===== src/rtl/avalon_csr_responder.sv =====
// rtl/avalon_csr_responder.sv - Avalon-MM CSR responder with wait-state generator and pipelined reads
//
// Purpose:
//   Answers Avalon-MM commands from the peripheral clock-crossing bridge.
//   Holds a 32-word register bank, returns reads with a fixed latency and can
//   insert a programmable number of wait states on every access.
//
// Ports:
//   clk            sole clock
//   reset_n        synchronous active-low reset
//   address[6:0]   byte address, word index = address[6:2]
//   byteenable     write byte lanes
//   read / write   command strobes (both high is treated as a write)
//   writedata      write data
//   waitrequest    command not accepted this cycle
//   readdata       read response data
//   readdatavalid  one pulse per accepted read, READ_LATENCY cycles after accept
//   endofpacket    tags the response of a read from word EOP_ADDR
//   ctrl_out       CTRL register contents
//   status_in      live status, returned at word 1
//
// Register map (word index):
//   0 CTRL (RW), 1 STATUS (RO), 2 WAIT_CFG[3:0] (RW), 3 EOP_ADDR[4:0] (RW),
//   4 ACC_CNT {write_count, read_count} (any write clears), 5..31 SCRATCH (RW)

module avalon_csr_responder #(
    parameter int          READ_LATENCY = 2,
    parameter int          MAX_PENDING  = 4,
    parameter logic [31:0] RESET_CTRL   = 32'h0
) (
    input  logic        clk,
    input  logic        reset_n,
    input  logic [6:0]  address,
    input  logic [3:0]  byteenable,
    input  logic        read,
    input  logic        write,
    input  logic [31:0] writedata,
    output logic        waitrequest,
    output logic [31:0] readdata,
    output logic        readdatavalid,
    output logic        endofpacket,
    output logic [31:0] ctrl_out,
    input  logic [31:0] status_in
);

    localparam int PW = $clog2(MAX_PENDING + 1);

    localparam logic [4:0] W_CTRL     = 5'd0;
    localparam logic [4:0] W_STATUS   = 5'd1;
    localparam logic [4:0] W_WAIT_CFG = 5'd2;
    localparam logic [4:0] W_EOP_ADDR = 5'd3;
    localparam logic [4:0] W_ACC_CNT  = 5'd4;

    typedef enum logic [0:0] {
        ST_IDLE  = 1'b0,
        ST_STALL = 1'b1
    } state_t;

    // ------------------------------------------------------------------
    // Registers
    // ------------------------------------------------------------------
    state_t        state;
    logic [3:0]    wait_cnt;
    logic [PW-1:0] pending;

    logic [31:0]   ctrl_q;
    logic [3:0]    wait_cfg;
    logic [4:0]    eop_addr;
    logic [15:0]   write_count;
    logic [15:0]   read_count;
    logic [31:0]   scratch [32];

    logic          vld_q [READ_LATENCY];
    logic          eop_q [READ_LATENCY];
    logic [31:0]   dat_q [READ_LATENCY];

    // ------------------------------------------------------------------
    // Command decode
    // ------------------------------------------------------------------
    logic [4:0]    word;
    logic          unused_addr_lsb;
    logic          cmd;
    logic          retiring;
    logic [PW:0]   occupancy;
    logic          room;
    logic          go;
    logic          accept;
    logic          wr_acc;
    logic          rd_acc;
    logic [31:0]   rd_word;

    assign word            = address[6:2];
    assign unused_addr_lsb = ^address[1:0];
    assign cmd             = read | write;

    // The response leaving the pipeline this cycle frees its slot in time
    // for a new read to be accepted on the same edge.
    assign retiring  = vld_q[READ_LATENCY-1];
    assign occupancy = {1'b0, pending} - (PW+1)'(retiring);
    assign room      = occupancy < (PW+1)'(MAX_PENDING);

    always_comb begin
        go = 1'b0;
        case (state)
            ST_IDLE:  go = (wait_cfg == 4'd0) && room;
            ST_STALL: go = (wait_cnt == 4'd0) && room;
            default:  go = 1'b0;
        endcase
    end

    assign accept      = reset_n & cmd & go;
    assign waitrequest = ~reset_n | (cmd & ~go);
    // Read and write together is a write; the read half is dropped.
    assign wr_acc      = accept & write;
    assign rd_acc      = accept & ~write;

    function automatic logic [31:0] merge_bytes(
        input logic [31:0] old_val,
        input logic [31:0] new_val,
        input logic [3:0]  be
    );
        logic [31:0] res;
        res = old_val;
        for (int b = 0; b < 4; b++) begin
            if (be[b]) begin
                res[8*b +: 8] = new_val[8*b +: 8];
            end
        end
        return res;
    endfunction

    always_comb begin
        rd_word = scratch[word];
        case (word)
            W_CTRL:     rd_word = ctrl_q;
            W_STATUS:   rd_word = status_in;
            W_WAIT_CFG: rd_word = {28'd0, wait_cfg};
            W_EOP_ADDR: rd_word = {27'd0, eop_addr};
            W_ACC_CNT:  rd_word = {write_count, read_count};
            default:    rd_word = scratch[word];
        endcase
    end

    // ------------------------------------------------------------------
    // Command FSM, control registers and access counters
    // ------------------------------------------------------------------
    always_ff @(posedge clk) begin
        if (!reset_n) begin
            state       <= ST_IDLE;
            wait_cnt    <= 4'd0;
            pending     <= '0;
            ctrl_q      <= RESET_CTRL;
            wait_cfg    <= 4'd0;
            eop_addr    <= 5'd31;
            write_count <= 16'd0;
            read_count  <= 16'd0;
        end else begin
            case (state)
                ST_IDLE: begin
                    if (cmd && !go) begin
                        state <= ST_STALL;
                        // The IDLE cycle is itself the first wait state, so
                        // the counter holds the remaining ones.
                        wait_cnt <= (wait_cfg == 4'd0) ? 4'd0 : 4'(wait_cfg - 4'd1);
                    end
                end
                ST_STALL: begin
                    if (!cmd || go) begin
                        state <= ST_IDLE;
                    end else if (wait_cnt != 4'd0) begin
                        wait_cnt <= 4'(wait_cnt - 4'd1);
                    end
                end
                default: state <= ST_IDLE;
            endcase

            if (wr_acc) begin
                case (word)
                    W_CTRL: ctrl_q <= merge_bytes(ctrl_q, writedata, byteenable);
                    W_WAIT_CFG: begin
                        if (byteenable[0]) wait_cfg <= writedata[3:0];
                    end
                    W_EOP_ADDR: begin
                        if (byteenable[0]) eop_addr <= writedata[4:0];
                    end
                    default: ;
                endcase
            end

            if (wr_acc) begin
                if (word == W_ACC_CNT) begin
                    write_count <= 16'd0;
                    read_count  <= 16'd0;
                end else begin
                    write_count <= write_count + 16'd1;
                end
            end else if (rd_acc) begin
                read_count <= read_count + 16'd1;
            end

            pending <= pending + PW'(rd_acc) - PW'(retiring);
        end
    end

    // Scratch words keep their contents across reset.
    always_ff @(posedge clk) begin
        if (wr_acc && (word > W_ACC_CNT)) begin
            scratch[word] <= merge_bytes(scratch[word], writedata, byteenable);
        end
    end

    // ------------------------------------------------------------------
    // Read response pipeline: data is captured at accept and shifted out
    // ------------------------------------------------------------------
    always_ff @(posedge clk) begin
        if (!reset_n) begin
            for (int i = 0; i < READ_LATENCY; i++) begin
                vld_q[i] <= 1'b0;
                eop_q[i] <= 1'b0;
                dat_q[i] <= 32'd0;
            end
        end else begin
            vld_q[0] <= rd_acc;
            eop_q[0] <= rd_acc && (word == eop_addr);
            if (rd_acc) begin
                dat_q[0] <= rd_word;
            end
            for (int i = 1; i < READ_LATENCY; i++) begin
                vld_q[i] <= vld_q[i-1];
                eop_q[i] <= eop_q[i-1];
                dat_q[i] <= dat_q[i-1];
            end
        end
    end

    assign readdatavalid = vld_q[READ_LATENCY-1];
    assign endofpacket   = eop_q[READ_LATENCY-1];
    assign readdata      = dat_q[READ_LATENCY-1];
    assign ctrl_out      = ctrl_q;

endmodule

===== config.mk =====
export PLATFORM = sky130hd
export DESIGN_NAME = avalon_csr_responder
export DESIGN_NICKNAME = d
export VERILOG_FILES = /design/src/rtl/avalon_csr_responder.sv
export SDC_FILE = /design/constraint.sdc
export NUM_CORES = 1
export LEC_CHECK = 0
export BUFFER_PORTS_ARGS = -buffer_cell sky130_fd_sc_hd__buf_2
export CAP_MARGIN = 30
export CORE_MARGIN = 4
export CORE_UTILIZATION = 50
export DETAILED_ROUTE_END_ITERATION = 7
export PLACE_DENSITY = 0.66
export SKIP_LAST_GASP = 1
export SLEW_MARGIN = 20
export SYNTH_ARGS = -nofsm -noshare
export SYNTH_HDL_FRONTEND = slang
export SYNTH_SLANG_ARGS = --single-unit
export TNS_END_PERCENT = 10

===== constraint.sdc =====
create_clock -name clk -period 7 [get_ports clk]
set_input_delay 1.4 -clock clk [delete_from_list [all_inputs] [get_ports clk]]
set_output_delay 1.4 -clock clk [all_outputs]
set_load 0.01 [all_outputs]

==> reports/results.ini, run 1 <==
[timing]
rsz0062_at_grt=no
whs_ns=0.4336
hold_viol_final=0
period_share=0.6752
min_period_ns=4.726
slew_viol_final=0
fin_skew_ns=0.03498
fmax_mhz=211.6
worst_pin_slew_ns=1.159
setup_viol=0
fin_tns_setup_ns=0
slew_headroom=0.2271

[grt]
grt_usage=0.2429
antenna_found_initial=1
grt_pass1_vias=26191
grt_max_degree=134
grt-ovfl-total=0
grt_pass1_wl_mm=174.7

[drt]
postRouteAntennaNets=0
drc=0
routed_wl_mm=119.6
vias_per_cell=6.038
via_count=26068
dr.pass1.iters=6
drt_iter0_drc=3069
wl_per_cell_um=27.71

[synthesis]
synth_seq_cells=1173
synthArstFlopShare=0
syn_area_sq_um=46700
synth_area_leader_cell=edfxtp_1
ys_seq_area_frac=0.7361
synth_top_area_share=0.6996
synth_area_per_cell_sq_um=17.78
synth_cell_types=69
ys_warn_count=0
synth_ff_type=edfxtp_1
ys_top_cells_by_area=edfxtp_1 70%, mux4_2 8.8%, mux2i_1 3.7%
synth_edf_count=1088
synthCells=2626

[flow_run]
maxCapViolCount=0

[placement]
hpwl_mm=72.45
gp_congestion=0.9077
port_buffers=143
dp_cells=4094
place_area_sq_um=49840

[die]
die_h_um=313.6
fp-row-count=111
start_util=0.5064
io_pins=146
core_sq_um=92220
die_w_um=313.6
die_area_sq_um=98350

[setup_path]
endpoint_kind=flop
worst-endpoint-required_ns=7.34
crit_type=in2reg
crit_fanout=51
crit_arrival_ns=5.07
cp-start-kind=input pin

[run_status]
status=complete, no violations

[finish]
instances_no_fill=4317
fillers=6871
final_util=0.5833
drive_gt1_frac=0.2219
final_common_cell=edfxtp_1
area_growth_pct=15.18
final-seq-area_sq_um=34370
nets=3060
multiInputGateArea_sq_um=12460
mostFrequentLayoutCells=1,088 x edfxtp_1, 192 x conb_1, 183 x mux4_2
fin_area_sq_um=53790

[clock_tree]
root_buffer=clkbuf_16
cts_hold_buf=0
cts_resized=0
cts.path.max_buffers=3
insertion_delay_ns=0.70
cts_setup_buffers=0
numCtsBuffers=116
cts_tree=done
cts_max_level=3
clock-sinks=1173
clk_pin_slew_worst_paths_ns=0.06

[power_and_ir_drop]
leakage_nw=18.47
ir_drop_v=0.0002243
powerDensity_nw_per_um2=284.6

[hold_path]
hold_class=reg2reg

-- power breakdown --
group	internal, mW	total [mW]	switching (mW)
Combinational	0.362	1.17	0.811
Clock	3.52	6.12	2.60
Sequential	7.95	8.01	0.0546
Total	11.8	15.3	3.47
-- flip-flops by register name (all words and copies together) (netlist names) --
name / cells
pending: 3
vld_q: 2
state: 1
scratch: 1024
write_count: 16
ctrl_out: 32
eop_addr: 5
dat_q: 64
wait_cfg: 4
eop_q: 2
wait_cnt: 4
read_count: 16
-- cell type report --
type	instances	share of cell area
well taps	1243	0.02892
flip-flops and latches	1173	0.6391
clock buffers	146	0.05646
diodes	1	0.00004652
repair buffers	229	0.02882
clock inverters	73	0.01400
multi-input cells	1438	0.2317
inverters	14	0.0009770
-- worst paths after layout --
| path | slack, ns | cells past startpoint | endpoint | from |
|---|---|---|---|---|
| setup / recovery | 2.27 | 8 | scratch[11][14]$_DFFE_PP_ | address[2] |
| hold / removal | 0.43 | 1 | vld_q[0][1]$_SDFF_PN0_ | vld_q[0][0]$_SDFF_PN0_ |
| setup reg to reg | 2.51 | 8 | scratch[11][14]$_DFFE_PP_ | pending[1]$_SDFF_PN0_ |
| hold reg to reg | 0.43 | 1 | vld_q[0][1]$_SDFF_PN0_ | vld_q[0][0]$_SDFF_PN0_ |
-- through the flow --
stage	setup WS (ns)	total power, mW
after floorplan	1.092	8.880
after global placement	1.623	9.249
after detailed placement	1.546	9.309
after CTS	2.289	15.38
after global routing	2.094	15.82
final	2.274	15.31
-- per-layer routing --
metal,GRT usage,vias to the layer above,share of wire
li1,-,11067,-
met1,0.3371,13498,0.39
met2,0.3932,1298,0.48
met3,0.05010,205,0.099
met4,0.07215,0,0.028
met5,0,-,0
-- logic make-up after synthesis --
family                   count (synthesis)  synth area share
multiplexers                           381            0.1317
flip-flops                            1173            0.7361
XOR/XNOR                                21          0.003939
other                                    2         0.0001608
AND/OR/NAND/NOR                        422           0.04533
AO/OA/AOI/OAI                          413           0.05879
buffers and inverters                  205           0.02146
adder cells (fa/ha/maj)                  9          0.002572
-- worst max-delay path: stages --
cell	delay, ns
buf_6	0.51
or2_2	0.34
a21o_2	0.15
buf_4	0.47
and3_1	0.30
nand3_1	0.57
nor2_4	0.67
buf_4	0.50
-- Yosys cell counts (all sizes together), types with 6 or more instances --
cell,n
o22ai,55
nand3,28
a211o,9
xnor2,15
nor2b,47
ha,8
mux2i,172
o21ai,71
and2,40
xor2,6
nor4,6
a221o,15
nor3,20
a221oi,35
clkbuf,84
inv,12
mux4,183
and4,6
a21oi,113
nor2,57
mux2,26
edfxtp,1088
and3,9
nand2,177
buf,107
nand2b,7
a22o,14
o221ai,33
dfxtp,85
a22oi,43
No activity file was read; power rests on OpenSTA's default activity.
==> inputs of run 2 (changes only) <==
--- a/config.mk
+++ b/config.mk
@@ -10,7 +10,7 @@
 export CORE_MARGIN = 4
 export CORE_UTILIZATION = 50
 export DETAILED_ROUTE_END_ITERATION = 7
-export PLACE_DENSITY = 0.66
+export PLACE_DENSITY = 0.69
 export SKIP_LAST_GASP = 1
 export SLEW_MARGIN = 20
 export SYNTH_ARGS = -nofsm -noshare
==> constraint.sdc (replaced) <==
create_clock -name clk -period 3.91 [get_ports clk]
set_input_delay 0.782 -clock clk [delete_from_list [all_inputs] [get_ports clk]]
set_output_delay 0.782 -clock clk [all_outputs]
set_load 0.01 [all_outputs]
==> run 2 against run 1 <==
First-iteration DRC count is 5.8% higher. Utilization grew 1.1 points. Clock power rose by 83%. Combinational power grew 89%. Non-clock buffer count rose by 89. Cell count is 1.8% higher. Worst setup slack lost 1.9 ns. Via count grew 1.2%. Hold slack lost 0.067 ns. Sequential power grew 79%. Register-to-register slack worse by 2.1 ns. Final area increased by 1.8%. Critical path type is now reg2reg. Critical endpoint is now scratch[24][14]$_DFFE_PP_. Largest power group unchanged. Highest routed layer unchanged.
==> reports/results.ini, run 2 (same netlist as run 1, synthesis figures left out) <==
[run_status]
status=complete, no violations

[finish]
instances_no_fill=4395
fillers=6714
antenna_cells=0
area_growth_pct=17.30
final_util=0.5940
final_common_cell=edfxtp_1
largest_reg_flops=1024
mostFrequentLayoutCells=1,088 x edfxtp_1, 192 x conb_1, 183 x mux4_2
regMostFlops=scratch
final-seq-area_sq_um=34370
drive_gt1_frac=0.2478
nets=3145
multiInputGateArea_sq_um=12440

[drt]
dr.pass1.iters=5
vias_per_cell=6.004
drc=0
postRouteAntennaNets=0
drt_iter0_drc=3246
via_count=26388
routed_wl_mm=119.0
wl_per_cell_um=27.07

[setup_path]
endpoint_kind=flop
crit_type=reg2reg
slowest_stage=nor2_4
crit_start=pending[1]$_SDFF_PN0_
rrSetupSlack_ns=0.39
timing.rr.start=pending[1]$_SDFF_PN0_
cp-start-kind=flop
crit_arrival_ns=3.91
cp_num_buf_inv=2
crit_fanout=21
worst-endpoint-required_ns=4.30
path_cells=inv_1, ha_1, o31ai_2, nand4_2, nor2_1, nand3_1, nor2_4, buf_12
crit_path_max_incr_delay_ns=0.56
rr_endpoint=scratch[24][14]$_DFFE_PP_
crit_family=simple AND/OR/NAND/NOR gates
ff2ff_path_depth=8

[grt]
antenna_found_initial=0
grt_pass1_vias=26363
grt-ovfl-total=0
grt_max_degree=76
grt_pass1_wl_mm=174.8
grt_usage=0.2413

[die]
fp-row-count=111
io_pins=146
die_w_um=313.6
start_util=0.5064
die_h_um=313.6
die_area_sq_um=98350
core_sq_um=92220

[power_and_ir_drop]
seq_power_share=0.517
p_int_mw=21.43
ir_drop_v=0.0003763
leakage_nw=19.03
finalPower_mw=27.75
power.switching_mw=6.320
power_frac_comb=0.080
switching_share=0.2278
powerDensity_nw_per_um2=506.5
p_clk_frac=0.404

[clock_tree]
cts_hold_buf=0
insertion_delay_ns=0.72
cts_max_level=3
clk_pin_slew_worst_paths_ns=0.07
cts_setup_buffers=0
cts.path.max_buffers=3
cts_resized=0
root_buffer=clkbuf_16
clock-sinks=1173
cts_tree=done
numCtsBuffers=112

[timing]
hold_viol_final=0
fin_skew_ns=0.03638
fin_tns_setup_ns=0
period_share=0.9008
fmax_mhz=283.9
min_period_ns=3.522
setup_viol=0
rsz0062_at_grt=no
slew_viol_final=0
slew_headroom=0.4531
worst_pin_slew_ns=0.8183
whs_ns=0.3664

[hold_path]
min_path_cells=3
hold_class=in2reg
hold_end=ctrl_out[27]$_SDFFE_PN0P_
min-delay-start=writedata[27]

[placement]
hpwl_mm=74.96
port_buffers=143
dp_cells=4185
gp_congestion=0.8780

[flow_run]
maxCapViolCount=0

run 2: worst max path at each step:
stage                                end  slack [ns]  depth (start not counted)
6_report       scratch[24][14]$_DFFE_PP_        0.39                          8
4_1_cts         scratch[24][0]$_DFFE_PP_        0.38                          8
3_3_place_gp   scratch[17][27]$_DFFE_PP_        0.35                          8
3_5_place_dp    scratch[3][12]$_DFFE_PP_        0.23                          9
5_1_grt         scratch[24][0]$_DFFE_PP_        0.28                          8
2_1_floorplan    scratch[8][0]$_DFFE_PP_       -0.06                          5
run 2: power groups by stage:
stage	logic [mW]	clock network, mW	registers (mW)
6_report	2.21	11.2	14.3
5_1_grt	2.36	11.9	14.3
4_1_cts	2.18	11.3	14.3
3_5_place_dp	2.17	0	14.6
3_3_place_gp	2.08	0	14.6
2_1_floorplan	1.31	0	14.6
run 2: tightest hold or removal path, stage by stage:
cell	delay, ns
buf_2	0.09
mux2i_1	0.06
nor2b_1	0.10
run 2: routing by layer:
metal  GRT usage  part of all wire  up-vias
li1            -                 -    11228
met1      0.3273              0.39    13692
met2      0.4051              0.50     1269
met3     0.04265             0.084      199
met4     0.06943             0.026        0
met5           0                 0        -
run 2: area by class of cell:
cell class                 count  area share
tap                         1243     0.02839
clock buffer                 124     0.05238
inverter                      14   0.0009594
clock inverter                85     0.01768
multi-input combinational   1438      0.2271
timing repair buffer         318     0.04598
sequential                  1173      0.6275
run 2: metrics by stage:
| stage | setup WS (ns) | cell area [sq um] |
|---|---|---|
| global placement | 0.3476 | 50800 |
| CTS | 0.3791 | 54680 |
| floorplan | -0.05908 | 47430 |
| detailed placement | 0.2270 | 50840 |
| global route | 0.2793 | 54780 |
| finish | 0.3877 | 54780 |
